**config.mk**
```make
export PLATFORM = sky130hd
export DESIGN_NAME = hc595_rx
export DESIGN_NICKNAME = d
export VERILOG_FILES = /design/src/rtl/seg595_pkg.sv /design/src/rtl/hc595_rx_sync.sv /design/src/rtl/hc595_rx.sv
export SDC_FILE = /design/constraint.sdc
export NUM_CORES = 1
export LEC_CHECK = 0
export CAP_MARGIN = 20
export CORE_MARGIN = 2
export CORE_UTILIZATION = 30
export CTS_CLUSTER_SIZE = 10
export DETAILED_ROUTE_END_ITERATION = 12
export MAX_ROUTING_LAYER = met4
export PLACE_DENSITY = 0.6
export SETUP_SLACK_MARGIN = 0.1
export SYNTH_ARGS = -nofsm -noshare
export SYNTH_HDL_FRONTEND = slang
export SYNTH_SLANG_ARGS = --single-unit
```
**constraint.sdc**
```tcl
create_clock -name sys_clk -period 1.3 [get_ports sys_clk]
set_input_delay 0.26 -clock sys_clk [delete_from_list [all_inputs] [get_ports sys_clk]]
set_output_delay 0.26 -clock sys_clk [all_outputs]
set_load 0.03 [all_outputs]
```
**src/rtl/seg595_pkg.sv**
```systemverilog
// Frame layout shared by both ends of the 74HC595 display link.
// The first bit shifted in is the segment MSB. It ends in the top of the shift register.
package seg595_pkg;
    localparam int SEG_W      = 8;
    localparam int SEL_W      = 6;
    localparam int FRAME_BITS = SEG_W + SEL_W;
endpackage

```
**src/rtl/hc595_rx_sync.sv**
```systemverilog
// Purpose: multi-flop synchroniser for one link line, with a programmable reset level and a registered rise detect.
// Latency: dout is valid STAGES edges after the pin changes; rise pulses one edge after dout rises.
// Backpressure: none, free-running.
module hc595_rx_sync #(
    parameter int   STAGES  = 2,
    parameter logic RST_VAL = 1'b0
) (
    input  logic clk,
    input  logic rst_n,
    input  logic din,
    output logic dout,
    output logic rise
);

    logic [STAGES-1:0] chain;
    logic              prev;

    assign dout = chain[STAGES-1];

    always_ff @(posedge clk) begin
        if (!rst_n) begin
            chain <= {STAGES{RST_VAL}};
            prev  <= RST_VAL;
            rise  <= 1'b0;
        end else begin
            chain <= {chain[STAGES-2:0], din};
            prev  <= chain[STAGES-1];
            rise  <= chain[STAGES-1] & ~prev;
        end
    end

endmodule

```
**src/rtl/hc595_rx.sv**
```systemverilog
// Purpose: 74HC595 link receiver. It rebuilds the seg/sel word from the stcp/shcp/ds/oe lines and flags frames with a wrong bit count.
// Latency: stcp pin to seg/sel/frame_valid takes SYNC_STAGES+2 edges; oe to disp_en takes SYNC_STAGES edges.
// Backpressure: none. Optional frame/error counters are built under HC595_RX_STATS_EN.
module hc595_rx
    import seg595_pkg::*;
#(
    parameter int SYNC_STAGES = 2,
    parameter int SEG_W       = seg595_pkg::SEG_W,
    parameter int SEL_W       = seg595_pkg::SEL_W
) (
    input  logic             sys_clk,
    input  logic             sys_rst_n,
    input  logic             shcp,
    input  logic             stcp,
    input  logic             ds,
    input  logic             oe,
    output logic [SEG_W-1:0] seg,
    output logic [SEL_W-1:0] sel,
    output logic             disp_en,
    output logic             frame_valid,
`ifdef HC595_RX_STATS_EN
    output logic [15:0]      frame_cnt,
    output logic [15:0]      err_cnt,
`endif
    output logic             bit_err
);

    localparam int FRAME_BITS = SEG_W + SEL_W;
    localparam int CNT_W      = $clog2(FRAME_BITS + 2);
    localparam logic [CNT_W-1:0] CNT_FULL = CNT_W'(FRAME_BITS);
    localparam logic [CNT_W-1:0] CNT_SAT  = CNT_W'(FRAME_BITS + 1);

    logic shcp_sync, shcp_rise;
    logic stcp_sync, stcp_rise;
    logic ds_sync, ds_rise_unused;
    logic oe_sync, oe_rise_unused;
    logic ds_q;
    logic [FRAME_BITS-1:0] sr;
    logic [CNT_W-1:0]      cnt;

    hc595_rx_sync #(.STAGES(SYNC_STAGES), .RST_VAL(1'b0)) u_shcp (
        .clk(sys_clk), .rst_n(sys_rst_n), .din(shcp), .dout(shcp_sync), .rise(shcp_rise));
    hc595_rx_sync #(.STAGES(SYNC_STAGES), .RST_VAL(1'b0)) u_stcp (
        .clk(sys_clk), .rst_n(sys_rst_n), .din(stcp), .dout(stcp_sync), .rise(stcp_rise));
    hc595_rx_sync #(.STAGES(SYNC_STAGES), .RST_VAL(1'b0)) u_ds (
        .clk(sys_clk), .rst_n(sys_rst_n), .din(ds), .dout(ds_sync), .rise(ds_rise_unused));
    hc595_rx_sync #(.STAGES(SYNC_STAGES), .RST_VAL(1'b1)) u_oe (
        .clk(sys_clk), .rst_n(sys_rst_n), .din(oe), .dout(oe_sync), .rise(oe_rise_unused));

    assign disp_en = ~oe_sync;

    // Data is delayed by one flop so that it lines up with the registered shcp rise.
    // The shift then uses the ds value sampled together with the clock edge.
    always_ff @(posedge sys_clk) begin
        if (!sys_rst_n) begin
            ds_q        <= 1'b0;
            sr          <= '0;
            cnt         <= '0;
            seg         <= '0;
            sel         <= '0;
            frame_valid <= 1'b0;
            bit_err     <= 1'b0;
`ifdef HC595_RX_STATS_EN
            frame_cnt   <= '0;
            err_cnt     <= '0;
`endif
        end else begin
            ds_q        <= ds_sync;
            frame_valid <= 1'b0;
            bit_err     <= 1'b0;
            if (shcp_rise) begin
                sr <= {sr[FRAME_BITS-2:0], ds_q};
            end
            if (stcp_rise) begin
                seg         <= sr[FRAME_BITS-1:SEL_W];
                sel         <= sr[SEL_W-1:0];
                frame_valid <= 1'b1;
                bit_err     <= (cnt != CNT_FULL);
`ifdef HC595_RX_STATS_EN
                frame_cnt   <= frame_cnt + 16'd1;
                if (cnt != CNT_FULL) begin
                    err_cnt <= err_cnt + 16'd1;
                end
`endif
                // A coincident shift belongs to the next frame.
                cnt <= shcp_rise ? CNT_W'(1) : '0;
            end else if (shcp_rise && cnt != CNT_SAT) begin
                cnt <= cnt + 1'b1;
            end
        end
    end

    logic shcp_sync_unused, stcp_sync_unused;
    assign shcp_sync_unused = shcp_sync;
    assign stcp_sync_unused = stcp_sync;

endmodule

```
==> run summary <==
After synthesis, the cell types taking the most area are dfxtp_1, mux2i_1, nor2b_1, and2_1, buf_6. The post-route worst setup slack is around 140 ps. The count of boundary I/O pins is 23.

The via count of the routed design is 1,020. The peak supply drop is between 0.7 and 0.8 mV. The setup slack after placement came out at -42.1 ps. The routed design uses between 1000 and 1500 um of met2 wire.

The aggregate global routing overflow came out at 0. The transition time at the pin with the least slew margin is about 330 ps. The chip width is a little under 80 um. The required time reported for the critical path endpoint is approximately 1500 ps. The total clock sinks is 47. Of the cells placed in the final design, the portion with a size suffix greater than 1 is 0.210.

Summed over all instances, the cell type with the most area after synthesis is dfxtp_1. Port buffering added 22 buffers. Setup repair after global routing could not meet its margin everywhere. The gate count after technology mapping came out at between 100 and 150. The global-route usage over all layers came out at 0.0918. The total area inside the core boundary comes to around 5500 um^2. STA classifies the critical path startpoint as a flip-flop. The total CTS buffers is 5. Broken down by cell family, the worst path's largest delay share belongs to flip-flops. The total number of nets in the final design came out at about 180. The number of remaining DRC errors is 0. After synthesis the netlist holds a flip-flop and latch count of 47.

The first-pass iteration count of the detailed router came out at 4. The number of antenna diodes in the final layout is 0. The detailed router put a total of approximately 1400 um of wire on met1. On the critical path, the stage with the largest delay is an instance of dfxtp_2. The count of nets left with antenna violations after detail routing came out at 0.

For the worst-skew pair, the clock arrives at the later sink with an insertion delay of ~290 ps. The area of combinational cells with multiple inputs is between 600 and 700 um^2. The data arrival time of the critical path is around 1400 ps. Adding up every negative setup slack in the final design gives 0 ps. The number of nets produced by synthesis came out at between 150 and 200. The die extent in y came out at ~80 um. The startpoint-to-endpoint class of the critical path is flip-flop to flip-flop. The number of H-tree branching levels is 2.

The final max-slew violation count came out at 0. Of the synthesized area, sequential elements account for 0.552. Entering global routing, the biggest net connects 33 pins. The run finished with clean final reports.

The number of antenna violations at the first check in global routing is 0. The met3 layer wire length in the routed design came out at 140 um. Each instance of the synthesized netlist takes up on average about 12 um^2. The final cell count without fillers came out at roughly 250.

The number of max-capacitance violations reported came out at 0. The cell sitting at the root of the clock tree is a clkbuf_8. The number of hold buffers added after CTS came out at 0.

Yosys printed 0 warnings. Dividing the detail-routed via count by the number of cells gives about 4. The shortest period the worst path allows came out at ~1200 ps. The share of synthesized area in the top cell type comes to 0.552. The number of global-route vias before repair is 969. The half-perimeter wire length of the detailed placement result is ~1600 um.

The area growth from synthesis to final layout is 22.9%. The tightest min-delay check is of the flip-flop to flip-flop type. The critical path goes through ha_2, nand3_2, mux2_2, o21ai_1. The netlist uses 23 different library cells.

The register area came out at around 940 um^2. The average wire length per cell after detail routing came out at roughly 10 um. The final critical-path share of the clock period came out at 0.894. The clock-pin transition on the worst setup and hold timing paths is ~80 ps. The ratio of total power to cell area is roughly 1300 nW/um^2. Routability-driven placement finished with a final weighted congestion of approximately 0.75.

The global-route wire length before repair came out at roughly 4400 um. The worst relative slew slack came out at 0.778. The endpoint type of the worst setup path is a flip-flop. The number of placed instances with taps included is 240. The topmost layer with routed signal wires is met4. No sink is reached through more buffers than the 2 on the longest clock path.

The worst path buffer plus inverter count is 0. In this design, the stage delay of the slowest critical-path cell is 370 ps. The static power due to leakage is 0.000769 uW.

The area of the die came out at ~6300 um^2. Wires add up to 2590 um. The largest fanout on the critical path is 5.

The site row count came out at 27. The most common cell in the synthesized netlist is dfxtp_1. Of all flip-flops after synthesis, the portion carrying an async set or reset was 0. By count the netlist is led by dfxtp_1, nor2b_1, mux2i_1, and2_1, inv_1. The starting utilization of the core area is 0.309. Across the routed clock network, the largest skew measured is between 6 and 7 ps. The number of enable-type register cells in the synthesized netlist came out at 0. The final hold violation count came out at 0. The final setup violation count came out at 0. Based on the critical path, the design can be clocked at up to about 860 MHz.

The initial detailed-routing violation count is between 60 and 70. TritonCTS built the clock tree. After filler insertion, the fill cell instance count of the layout stands at 543. The cell area after technology mapping came out at approximately 1700 um^2. The most used flip-flop cell after synthesis is dfxtp_1.
==> metrics by stage <==
stage | utilization | cell area [um^2] | total power (uW) | hold WS [ps]
5_1_grt | 0.380 | 2090 | 2770 | 402
3_5_place_dp | 0.366 | 2010 | 1610 | 375
3_3_place_gp | 0.366 | 2010 | 1610 | 372
4_1_cts | 0.388 | 2130 | 2700 | 388
6_report | 0.380 | 2090 | 2650 | 388
2_1_floorplan | - | 1700 | 1570 | 361
==> power by group <==
group / internal [uW] / switching [uW]
Clock: 622 / 458
Sequential: 1460 / 8.07
Combinational: 63.5 / 44.6
==> final cells by class <==
| class | count | share of cell area |
|---|---|---|
| clock inverters | 2 | 0.0167 |
| clock buffers | 6 | 0.0394 |
| multi-input cells | 89 | 0.326 |
| inverters | 4 | 0.00717 |
| well taps | 72 | 0.0430 |
| flip-flops and latches | 47 | 0.450 |
| repair buffers | 28 | 0.117 |
==> cells in the final DEF, fill, tap and decap left out, types with 3 or more instances in the layout <==
cell type         n
clkdlybuf4s50_1   5
nor2b_1          30
buf_4             9
inv_1             4
clkbuf_8          6
nor3_1            3
nand2b_1          3
and2_1            9
buf_12            3
dfxtp_1          45
buf_2             9
mux2i_1          28
==> state kept, by name (all words and copies together) (netlist names) <==
name          flops
u_shcp.prev       1
sr               14
sel               6
bit_err           1
cnt               4
u_stcp.rise       1
u_shcp.chain      2
frame_valid       1
ds_q              1
u_shcp.rise       1
u_oe.chain        2
u_stcp.prev       1
seg               8
u_stcp.chain      2
u_ds.chain        2
==> timing repair <==
action | in CTS | in global routing
pin swaps | 0 | 0
gates resized for setup | 39 | 15
setup buffers | 0 | 0
endpoints found under the setup margin | 12 | 9
cloned | 0 | 0
==> logic make-up after synthesis <==
kind of cell,Yosys count,share of synthesized area
AO/OA/AOI/OAI,7,0.0279
AND/OR/NAND/NOR,51,0.186
multiplexers,29,0.171
adder cells (fa/ha/maj),2,0.0147
flip-flops,47,0.552
buffers and inverters,12,0.0485
==> path summary, 6_finish.rpt <==
path,startpoint,to,slack (ps),depth (start not counted)
min,u_stcp.prev,u_stcp.rise,390,1
min reg2reg,u_stcp.prev,u_stcp.rise,390,1
max reg2reg,cnt[1],cnt[0],140,4
max,cnt[1],cnt[0],140,4
==> routing by layer <==
| metal | global-route usage | up-vias |
|---|---|---|
| met2 | 0.125 | 26 |
| met4 | 0.0414 | 0 |
| li1 | - | 543 |
| met5 | - | - |
| met3 | 0.0351 | 5 |
| met1 | 0.120 | 446 |
Power figures use the tool's default switching activity.
